==> config.mk <==
export PLATFORM = sky130hd
export DESIGN_NAME = ccg_bist_harness
export DESIGN_NICKNAME = d
export VERILOG_FILES = /design/src/rtl/ccg_bist_pkg.sv /design/src/rtl/ccg_bist_harness_misr.sv /design/src/rtl/ccg_bist_harness.sv
export SDC_FILE = /design/constraint.sdc
export NUM_CORES = 1
export LEC_CHECK = 0
export ABC_CLOCK_PERIOD_IN_PS = 3800
export CAP_MARGIN = 15
export CORE_UTILIZATION = 50
export CTS_CLUSTER_DIAMETER = 40
export DETAILED_ROUTE_END_ITERATION = 10
export PLACE_DENSITY = 0.76
export SLEW_MARGIN = 20
export SYNTH_ARGS = -nofsm -noshare
export SYNTH_HDL_FRONTEND = slang
export SYNTH_HIERARCHICAL = 1
export SYNTH_SLANG_ARGS = --single-unit
==> constraint.sdc <==
create_clock -name clk -period 3.8 [get_ports clk]
set_clock_uncertainty 0.2 [all_clocks]
set_input_delay 0.76 -clock clk [delete_from_list [all_inputs] [get_ports clk]]
set_output_delay 0.76 -clock clk [all_outputs]
set_load 0.05 [all_outputs]
==> src/rtl/ccg_bist_pkg.sv <==
// Shared types and polynomial helpers for the CCG BIST harness.
// Helpers work on 64-bit containers with an explicit width so any parameterisation can reuse them.
package ccg_bist_pkg;

    typedef enum logic [2:0] {
        IDLE  = 3'd0,
        LOAD  = 3'd1,
        RUN   = 3'd2,
        DRAIN = 3'd3,
        DONE  = 3'd4
    } state_e;

    localparam logic [63:0] DEF_LFSR_POLY = 64'h0000_0000_0000_1C80;
    localparam logic [63:0] DEF_MISR_POLY = 64'h0000_0000_04C1_1DB7;

    function automatic logic [63:0] width_mask(input int unsigned w);
        return (w >= 64) ? '1 : ((64'd1 << w) - 64'd1);
    endfunction

    // Galois step: shift left, fold the polynomial in when the outgoing MSB was set.
    function automatic logic [63:0] lfsr_next(input logic [63:0] s, input logic [63:0] poly,
                                              input int unsigned w);
        logic [63:0] m;
        logic [63:0] r;
        logic        msb;
        m   = width_mask(w);
        msb = |(s & (64'd1 << (w - 1)));
        r   = (s << 1) & m;
        if (msb) r = r ^ (poly & m);
        return r;
    endfunction

    function automatic logic [63:0] misr_next(input logic [63:0] sig, input logic [63:0] data,
                                              input logic [63:0] poly, input int unsigned w);
        return lfsr_next(sig, poly, w) ^ (data & width_mask(w));
    endfunction

endpackage

==> src/rtl/ccg_bist_harness_misr.sv <==
// Multiple-input signature register: compacts one zero-extended response word per enabled cycle.
module ccg_misr
    import ccg_bist_pkg::*;
#(
    parameter int unsigned      SIG_W     = 32,
    parameter int unsigned      NO        = 22,
    parameter logic [SIG_W-1:0] MISR_POLY = SIG_W'(DEF_MISR_POLY)
) (
    input  logic             clk,
    input  logic             rst,
    input  logic             en,
    input  logic             clr,
    input  logic [NO-1:0]    data,
    output logic [SIG_W-1:0] sig
);

    logic [SIG_W-1:0] sig_q;
    logic [SIG_W-1:0] sig_d;

    always_comb begin
        sig_d = sig_q;
        if (clr)
            sig_d = '0;
        else if (en)
            sig_d = SIG_W'(misr_next(64'(sig_q), 64'(data), 64'(MISR_POLY), SIG_W));
    end

    always_ff @(posedge clk or posedge rst) begin
        if (rst) sig_q <= '0;
        else     sig_q <= sig_d;
    end

    assign sig = sig_q;

endmodule

==> src/rtl/ccg_bist_harness.sv <==
// LFSR-driven self-test harness for one CCG circuit; responses compacted by ccg_misr.
// Optional toggle coverage outputs when CCG_TOGGLE_COV_EN is defined.
module ccg_bist_harness
    import ccg_bist_pkg::*;
#(
    parameter int unsigned      NI        = 13,
    parameter int unsigned      NO        = 22,
    parameter int unsigned      SIG_W     = 32,
    parameter logic [NI-1:0]    LFSR_POLY = NI'(DEF_LFSR_POLY),
    parameter logic [SIG_W-1:0] MISR_POLY = SIG_W'(DEF_MISR_POLY),
    parameter int unsigned      DUT_LAT   = 1,
    parameter int unsigned      CNT_W     = 16
) (
    input  logic             clk,
    input  logic             rst,
    input  logic             start,
    input  logic [NI-1:0]    seed,
    input  logic [CNT_W-1:0] num_vec,
    output logic [NI-1:0]    dut_in,
    input  logic [NO-1:0]    dut_out,
    output logic             busy,
    output logic             done,
    output logic [SIG_W-1:0] signature,
    output logic [CNT_W-1:0] vec_cnt
`ifdef CCG_TOGGLE_COV_EN
    ,
    output logic [NO-1:0]    toggled_0,
    output logic [NO-1:0]    toggled_1,
    output logic             all_toggled
`endif
);

    localparam int unsigned PW = DUT_LAT + 1;

    state_e           state_q, state_d;
    logic [NI-1:0]    lfsr_q, lfsr_d;
    logic [NI-1:0]    dut_in_q, dut_in_d;
    logic [CNT_W-1:0] num_vec_q, num_vec_d;
    logic [CNT_W-1:0] issued_q, issued_d;
    logic [CNT_W-1:0] vec_cnt_q, vec_cnt_d;
    logic [PW-1:0]    vld_q, vld_d;
    logic [3:0]       drain_q, drain_d;
    logic             load;
    logic             issue;
    logic             sample;

    assign sample = vld_q[DUT_LAT];

    always_comb begin
        state_d   = state_q;
        lfsr_d    = lfsr_q;
        dut_in_d  = dut_in_q;
        num_vec_d = num_vec_q;
        issued_d  = issued_q;
        vec_cnt_d = vec_cnt_q;
        drain_d   = '0;
        load      = 1'b0;
        issue     = 1'b0;
        case (state_q)
            IDLE, DONE: begin
                // Seed goes straight into the LFSR at acceptance; nothing reads it before RUN.
                if (start) begin
                    state_d   = LOAD;
                    lfsr_d    = (seed == '0) ? NI'(1) : seed;
                    num_vec_d = num_vec;
                end
            end
            LOAD: begin
                load     = 1'b1;
                issued_d = '0;
                state_d  = (num_vec_q == '0) ? DRAIN : RUN;
            end
            RUN: begin
                issue    = 1'b1;
                dut_in_d = lfsr_q;
                lfsr_d   = NI'(lfsr_next(64'(lfsr_q), 64'(LFSR_POLY), NI));
                issued_d = issued_q + CNT_W'(1);
                if (issued_q + CNT_W'(1) == num_vec_q) state_d = DRAIN;
            end
            DRAIN: begin
                // DRAIN always spans DUT_LAT+1 cycles: exactly when the last valid leaves the pipe,
                // and it keeps the empty-run timing identical to a run with vectors.
                drain_d = drain_q + 4'd1;
                if (drain_q == 4'(DUT_LAT)) state_d = DONE;
            end
            default: state_d = IDLE;
        endcase
        if (load)
            vec_cnt_d = '0;
        else if (sample && (vec_cnt_q != '1))
            vec_cnt_d = vec_cnt_q + CNT_W'(1);
        vld_d = load ? '0 : ((vld_q << 1) | PW'(issue));
    end

    always_ff @(posedge clk or posedge rst) begin
        if (rst) begin
            state_q   <= IDLE;
            lfsr_q    <= '0;
            dut_in_q  <= '0;
            num_vec_q <= '0;
            issued_q  <= '0;
            vec_cnt_q <= '0;
            vld_q     <= '0;
            drain_q   <= '0;
        end else begin
            state_q   <= state_d;
            lfsr_q    <= lfsr_d;
            dut_in_q  <= dut_in_d;
            num_vec_q <= num_vec_d;
            issued_q  <= issued_d;
            vec_cnt_q <= vec_cnt_d;
            vld_q     <= vld_d;
            drain_q   <= drain_d;
        end
    end

    ccg_misr #(
        .SIG_W     (SIG_W),
        .NO        (NO),
        .MISR_POLY (MISR_POLY)
    ) u_misr (
        .clk  (clk),
        .rst  (rst),
        .en   (sample),
        .clr  (load),
        .data (dut_out),
        .sig  (signature)
    );

    assign dut_in  = dut_in_q;
    assign vec_cnt = vec_cnt_q;
    assign busy    = (state_q == LOAD) || (state_q == RUN) || (state_q == DRAIN);
    assign done    = (state_q == DONE);

`ifdef CCG_TOGGLE_COV_EN
    logic [NO-1:0] tog0_q, tog1_q;

    always_ff @(posedge clk or posedge rst) begin
        if (rst) begin
            tog0_q <= '0;
            tog1_q <= '0;
        end else if (load) begin
            tog0_q <= '0;
            tog1_q <= '0;
        end else if (sample) begin
            tog0_q <= tog0_q | ~dut_out;
            tog1_q <= tog1_q | dut_out;
        end
    end

    assign toggled_0   = tog0_q;
    assign toggled_1   = tog1_q;
    assign all_toggled = &(tog0_q & tog1_q);
`endif

endmodule

# Word level (Yosys, flattened, before mapping)
# Cells that the tools add are included.
[word_totals]
elab_cells = 61
register_bits = 115
in_bits = 54
[op_classes]
muxes = 21
bitwise = 4
n_eq_ne = 10
n_reduce_logical = 14
add_sub_neg = 3
[op_table]
columns = ["operator", "n"]
rows = [
  ["two-way mux 32 bit", 4],
  ["two-way mux 13 bit", 3],
  ["adder 16 x 1 -> 16 bit, second input constant", 2],
  ["two-way mux 16 bit", 2],
  ["case mux 16 bit (2 select lines)", 1],
  ["XOR 32 x 22 -> 32 bit", 1],
  ["two-way mux 27 bit", 1],
  ["case mux 13 bit (2 select lines)", 1],
  ["== test 16 bit", 1],
  ["logical NOT 16 bit", 1],
  ["!= test 16 bit, second input constant", 1],
  ["NOT 14 bit", 1],
  ["logical NOT 13 bit", 1],
  ["case mux 3 bit (4 select lines)", 1],
  ["two-way mux 3 bit", 3],
  ["nonzero test 2 bit", 4],
  ["== test 3 x 2 -> 1 bit, second input constant", 2],
  ["!= test 2 bit, second input constant", 3],
  ["adder 4 x 1 -> 4 bit, second input constant", 1],
  ["== test 4 x 1 -> 1 bit, second input constant", 1],
  ["two-way mux 4 bit", 1],
  ["NOT 4 bit", 1],
  ["AND reduction 2 bit", 2],
  ["== test 3 x 1 -> 1 bit, second input constant", 1],
  ["other kinds (9)", 12],
]

# Longest topological paths before layout
# Gate-level depths: netlist of the first run.
[logic_depth]
ltp_word = 7
ltp_mapped = 8
ltp_nobuf = 8

# By module
# The synthesis of the first run kept the hierarchy.
[by_module_without_submodules]
columns = ["mod", "instances", "cells_per_inst", "area_each_um2", "seq_area_each_um2"]
rows = [
  ["ccg_bist_harness", 1, 488, 4240.3, 2077.0],
  ["ccg_misr", 1, 138, 1619.1, 800.8],
]

# Least setup slack after synthesis of the first run
# OpenSTA, ideal clock, no wires.
[synth_timing]
path_kind = "reg2reg"
startpoint = "register vec_cnt_q[0], in the netlist vec_cnt[0]"
endpoint = "register vec_cnt_q[8], in the netlist vec_cnt[8]"
path_stages_with_launch = 8
arrival_ps = 1895
t_required_ps = 3462
setup_ps = 138
path_buffers = 0
slack_ps = 1567
period_less_slack_ps = 2233
cell_sequence = "dfrtp_1 ha_1 and2_1 nand2_1 nor3b_1 nand3_1 xor2_1 nor2_1"
[synth_via]
elab_chain_len = 3
elab_cells_between_ends = 6
classes_between = "1 x add/sub; 1 x eq/ne; 2 x mux; 2 x reduce/logical"
[synth_lines]
columns = ["element", "line_no", "text"]
rows = [
  ["start, declared", "ccg_bist_harness.sv:40", "logic [CNT_W-1:0] vec_cnt_q, vec_cnt_d;"],
  ["start signal, assigned", "ccg_bist_harness.sv:111", "vec_cnt_q <= vec_cnt_d;"],
  ["adder 16 x 1 -> 16 bit or != test 16 bit (tied branches)", "ccg_bist_harness.sv:91, ccg_bist_harness.sv:90", ""],
  ["two-way mux 16 bit or logical AND 1 bit (tied branches)", "ccg_bist_harness.sv:90", "else if (sample && (vec_cnt_q != '1))"],
  ["two-way mux 16 bit or nonzero test 2 bit (tied branches)", "--", ""],
]
# Parallel ways exist; a longest one is shown, timed or not. The select of a mux whose other input is x is not followed.
# A chain may end at the register's enable or synchronous reset.

# Worst setup path after layout of the first run
[layout_timing]
startpoint = "register state_q[1]"
endpoint = "output done"
[layout_via]
elab_chain_len = 1
[layout_lines]
columns = ["element", "line_no", "text"]
rows = [
  ["start, declared", "ccg_bist_harness.sv:35", "state_e state_q, state_d;"],
  ["start signal, assigned", "ccg_bist_harness.sv:106", "state_q <= state_d;"],
  ["== test 3 bit", "ccg_bist_harness.sv:133", "assign done = (state_q == DONE);"],
  ["end, declared", "ccg_bist_harness.sv:22", "output logic done,"],
]
# Every way passes these cells.

==> results of run 1 <==
==> through the flow <==
step                      total power, mW  cell area [sq um]
after floorplan                      4.50               5860
after global placement               5.39               7110
after detailed placement             5.48               7110
after CTS                            7.20               7730
after global routing                 7.58               7730
final                                7.15               7730
==> cells in the mapped netlist (all sizes together), types with 2 or more instances <==
master  number
nand4        7
nand3       24
o21ai       34
xor3         5
and3         9
xor2        20
nor2        74
nand2b      11
nor3         6
a31oi        9
a21oi        8
o31ai        5
a211oi      15
dfrtp      115
mux2i       18
o22ai        3
and4         3
buf         20
inv          9
xnor2       35
nor2b        2
nor3b        5
and2         5
clkbuf      13
nand3b       3
ha           4
nand2      135
a22oi        2
nor4        10
==> sequential cells by signal, summed over array words and instances, names as in the netlist <==
register and cells:
num_vec_q 16, vld_q 2, issued_q 16, dut_in 13
lfsr_q 13, drain_q 4, u_misr/sig 32, state_q 3
vec_cnt 16
==> routing by layer <==
layer  GRT usage  up-vias  routed length, um
met3      0.0647       17                882
met2       0.395      166               6710
met1       0.321     2325               6170
li1            -     2357                  -
met5           0        -                  0
met4      0.0874        0                213
==> final timing paths <==
path / end / slack, ns / cells past startpoint
worst min-delay path: vld_q[1] / 0.26 / 1
worst min register to register: vld_q[1] / 0.26 / 1
worst max-delay path: done / 0.75 / 4
max in group asynchronous: dut_in[6] / 1.99 / 3
min in group asynchronous: u_misr/sig[6] / 0.59 / 3
worst max register to register: issued_q[10] / 1.08 / 6
==> cell families (layout without fill, tap and decap cells) <==
kind of cell | after synthesis | count (layout)
simple gates | 300 | 300
flops | 115 | 115
compound gates | 87 | 87
xor+xnor | 60 | 60
buf+inv | 42 | 165
mux | 18 | 18
fa+ha+maj | 4 | 4
==> critical path: stages (launching register included) <==
cell	delay [ns]
dfrtp_1	0.46
nor2_1	0.24
nand2_1	0.11
inv_1	0.07
clkdlybuf4s50_1	0.80
==> final cells by class <==
type,count,share of cell area
clock inverter,9,0.0197
tap,143,0.0231
timing repair buffer,125,0.159
inverter,9,0.00453
multi-input combinational,469,0.360
clock buffer,22,0.0613
sequential,115,0.372
==> power breakdown <==
part | internal (mW) | switching, mW
clock | 1.14 | 0.544
sequential | 1.69 | 0.472
combinational | 1.30 | 2.00
==> reports/results.tsv, run 1 <==
metric	value	unit
status	completed	
antenna_found_initial	0	
maxClockFrequency	328	MHz
detail_route.vias_per_cell	5.45	
power.leakage	3.48	nW
critPathLaunchType	register	
ys_warn_count	6	
seqCellArea	2880	sq um
async_flop_share	1.00	
finalCriticalPeriod	3.05	ns
crit_start	state_q[1]	
slew_viol_final	0	
grt_pass1_vias	4781	
clk_pin_slew	0.05	ns
htreeDepth	4	
grt_max_degree	52	
die-width	110	um
hp-start	vld_q[0]	
finalWorstSetupSlack	0.752	ns
clk_latency	0.42	ns
fin_util	0.677	
worst_slew_pin_slew	0.902	ns
fin_crit_sh	0.802	
dpl.cell_count	861	
synth-simple-area-share	0.238	
wirelength	14000	um
synth_mux_area_frac	0.0307	
grt_pass1_wl	22700	um
drc	0	
syn-instance-count	626	
overflow	0	
core_area	11400	sq um
dp.final_hpwl	9830	um
multi_input_area	2780	sq um
synth_area	5860	sq um
clockRootBuffer	clkbuf_16	
hold_path.class	reg2reg	
fin_nets	795	
yosysUniqueCellTypes	56	
p_per_area	925	nW/um^2
relSlewSlack	0.397	
start_util	0.513	
synth.area.top_cells	dfrtp_1 49%, nand2_1 8.6%, xnor2_1 5.2%, nor2_1 4.7%, mux2i_1 3.1%	
hold_slack	0.258	ns
yosysSeqAreaShare	0.491	
rows	39	
synth_top_cell_area_share	0.491	
drv_cap	0	
fillCellCount	907	
die_h	110	um
vias	4865	
hold_viol_final	0	
ir_worst_vdd	0.538	mV
synth_largest_area_cell	dfrtp_1	
synth_ff_type	dfrtp_1	
io_buffers	116	
syn_nets	684	
dp_worst_setup_slack	1.13	ns
final_antenna_net_count	0	
rsz0062_at_grt	false	
finalWeightedCongestion	0.866	
finalSetupTns	0	ns
num_antenna_cells	0	
synthToLayoutAreaGrowth	32.0	%
drt_iter0_markers	423	
cts_buffer_depth	2	
firstDrtPassIters	5	
drive_gt1_frac	0.0654	
layout_commonest_cell	nand2_1	
clock-sinks	115	
worstReg2RegStart	state_q[1]	
cts_tree	built	
setup.worst_path.class	reg2out	
die-area	12200	sq um
stdcell_count	892	
setup-violations-final	0	
post_synth.cell_area_avg	9.36	sq um
synthAdderAreaFrac	0.00854	
crit_fanout	9	
ys_ff_latch	115	
cts-buffers-inserted	17	
final_cell_mix	135 x nand2_1, 116 x clkdlybuf4s50_1, 114 x dfrtp_1	
pin_count	117	
worst_setup_path_end_kind	output port	
synth_compound_area_frac	0.0942	
synth_edf_count	0	
required	2.84	ns
wl_per_cell	15.7	um
crit_arrival	2.09	ns
cts_setup_buffers	0	
synth_xor_area_frac	0.102	
synth_top_family_by_area	simple AND/OR/NAND/NOR gates	
holdBufCountCts	0	
cts_resized	0	
grt_usage	0.246	
Power figures use the tool's default switching activity.
==> inputs of run 2 (changes only) <==
- ABC_CLOCK_PERIOD_IN_PS: 3800 -> 2800
- CORE_UTILIZATION: 50 -> 47
- PLACE_DENSITY: 0.76 -> 0.75
- clock period: 3.8 -> 2.8 ns (I/O delays scaled with it)
==> run 2 against run 1 <==
Power up 37%. Hold slack improved by 0.0061 ns. Sequential share of layout area fell by 0.43 points. Via count up 0.58%. Cell count up 2.9%. Critical endpoint is now busy. Largest power group unchanged.
==> reports/results.tsv, run 2 (synthesis results as in run 1) <==
metric	value	unit
crit_fanout	9	
slowest_delay	0.57	ns
final_antenna_net_count	0	
crit_arrival	1.80	ns
firstDrtPassIters	9	
detail_route.vias_per_cell	5.33	
grt_max_degree	84	
holdPathStages	1	
cts-buffers-inserted	17	
hold_viol_final	0	
maxClockFrequency	391	MHz
drv_cap	0	
largest_reg_flops	32	
worstReg2RegStart	issued_q[0]	
rrSetupSlack	0.30	ns
cts_buffer_depth	2	
grt_usage	0.230	
finalWeightedCongestion	0.911	
rows	40	
start_util	0.486	
cp_slowest_cell	dlygate4sd2_1	
die-width	114	um
worst_slew_pin_slew	1.01	ns
rsz0062_at_grt	false	
wirelength	13900	um
stdcell_count	918	
required	2.04	ns
vias	4893	
finalSetupTns	0	ns
drive_gt1_frac	0.0680	
layout_commonest_cell	nand2_1	
die_h	114	um
fillCellCount	996	
dp_worst_setup_slack	0.356	ns
fin_util	0.649	
num_antenna_cells	0	
setup-violations-final	0	
overflow	0	
cts_tree	built	
finalCriticalPeriod	2.56	ns
io_buffers	116	
worst_setup_path_end_kind	output port	
clk_latency	0.41	ns
critPathLaunchType	register	
fin_nets	795	
core_area	12100	sq um
drt_iter0_markers	449	
htreeDepth	4	
crit_path_cell_trace	nor2_1 -> nor2_1 -> dlygate4sd2_1	
clk_pin_slew	0.05	ns
ir_worst_vdd	0.637	mV
power.leakage	3.50	nW
whs_endpoint	vld_q[1]	
synthToLayoutAreaGrowth	33.5	%
setup.worst_path.class	reg2out	
die-area	12900	sq um
grt_pass1_vias	4841	
slew_viol_final	0	
p_per_area	1260	nW/um^2
antenna_found_initial	0	
hold_path.class	reg2reg	
dp.final_hpwl	9560	um
pin_count	117	
crit_top_cell	nor2_1	
drc	0	
relSlewSlack	0.326	
status	completed	
dpl.cell_count	886	
clockRootBuffer	clkbuf_16	
grt_pass1_wl	23400	um
clock-sinks	115	
final_cell_mix	135 x nand2_1, 114 x dfrtp_1, 114 x clkdlybuf4s50_1	
hp-start	vld_q[0]	
fin_crit_sh	0.914	
r2r-end	state_q[0]	
finalWorstSetupSlack	0.242	ns
rr_worst_depth	7	
power	9.83	mW
wl_per_cell	15.1	um
==> run 2: changes by cell type in the layout (fill, tap and decap cells not counted), sizes merged <==
cell           change
clkinv             -2
buf                +1
dlygate4sd2        +1
clkinvlp           +1
clkdlybuf4s50      -2
bufinv             +1
clkbuf             +1
==> run 2: critical path, delay by kind of cell (launching register included) <==
family                 cells  cell delay [ns]
buffers and inverters      1             0.57
DFF                        1             0.49
and+or+nand+nor            2             0.34
==> run 2: timing repair <==
action                                  4_1_cts  5_1_grt
gates resized for setup                       1        0
hold buffers                                  0        0
buffers inserted                              0        0
endpoints found under the setup margin        1        0
==> run 2: area by class of cell <==
cell class	instances	area, sq um	share of cell area
repair buffers	125	1250	0.160
flip-flops and latches	115	2880	0.368
well taps	168	210	0.0269
clock inverters	9	174	0.0222
inverters	9	37.5	0.00480
multi-input cells	469	2780	0.356
clock buffers	23	488	0.0624
==> run 2: through the flow <==
| step | hold WS (ns) | cell area [sq um] |
|---|---|---|
| floorplan | 0.239 | 5860 |
| global placement | 0.249 | 7160 |
| detailed placement | 0.259 | 7160 |
| CTS | 0.271 | 7820 |
| global route | 0.293 | 7820 |
| finish | 0.264 | 7820 |
==> run 2: worst max path at each step <==
| stage | startpoint | to | slack [ns] | depth (start not counted) |
|---|---|---|---|---|
| 2_1_floorplan | vec_cnt[0] | vec_cnt[8] | 0.57 | 7 |
| 3_3_place_gp | start | lfsr_q[12] | 0.41 | 5 |
| 3_5_place_dp | issued_q[0] | state_q[0] | 0.36 | 7 |
| 4_1_cts | state_q[1] | busy | 0.24 | 3 |
| 5_1_grt | issued_q[0] | state_q[0] | 0.10 | 7 |
| 6_report | state_q[1] | busy | 0.24 | 3 |
==> run 2: power by group <==
part / total, mW / switching, mW / internal, mW
logic: 4.49 / 2.72 / 1.77
clock network: 2.39 / 0.725 / 1.67
registers: 2.95 / 0.650 / 2.30
total: 9.83 / 4.10 / 5.73
==> run 2: routing by layer <==
metal | global-route usage | routed length, um
met5 | 0 | 0
met4 | 0.0851 | 250
met3 | 0.0468 | 954
met2 | 0.369 | 6440
met1 | 0.310 | 6220
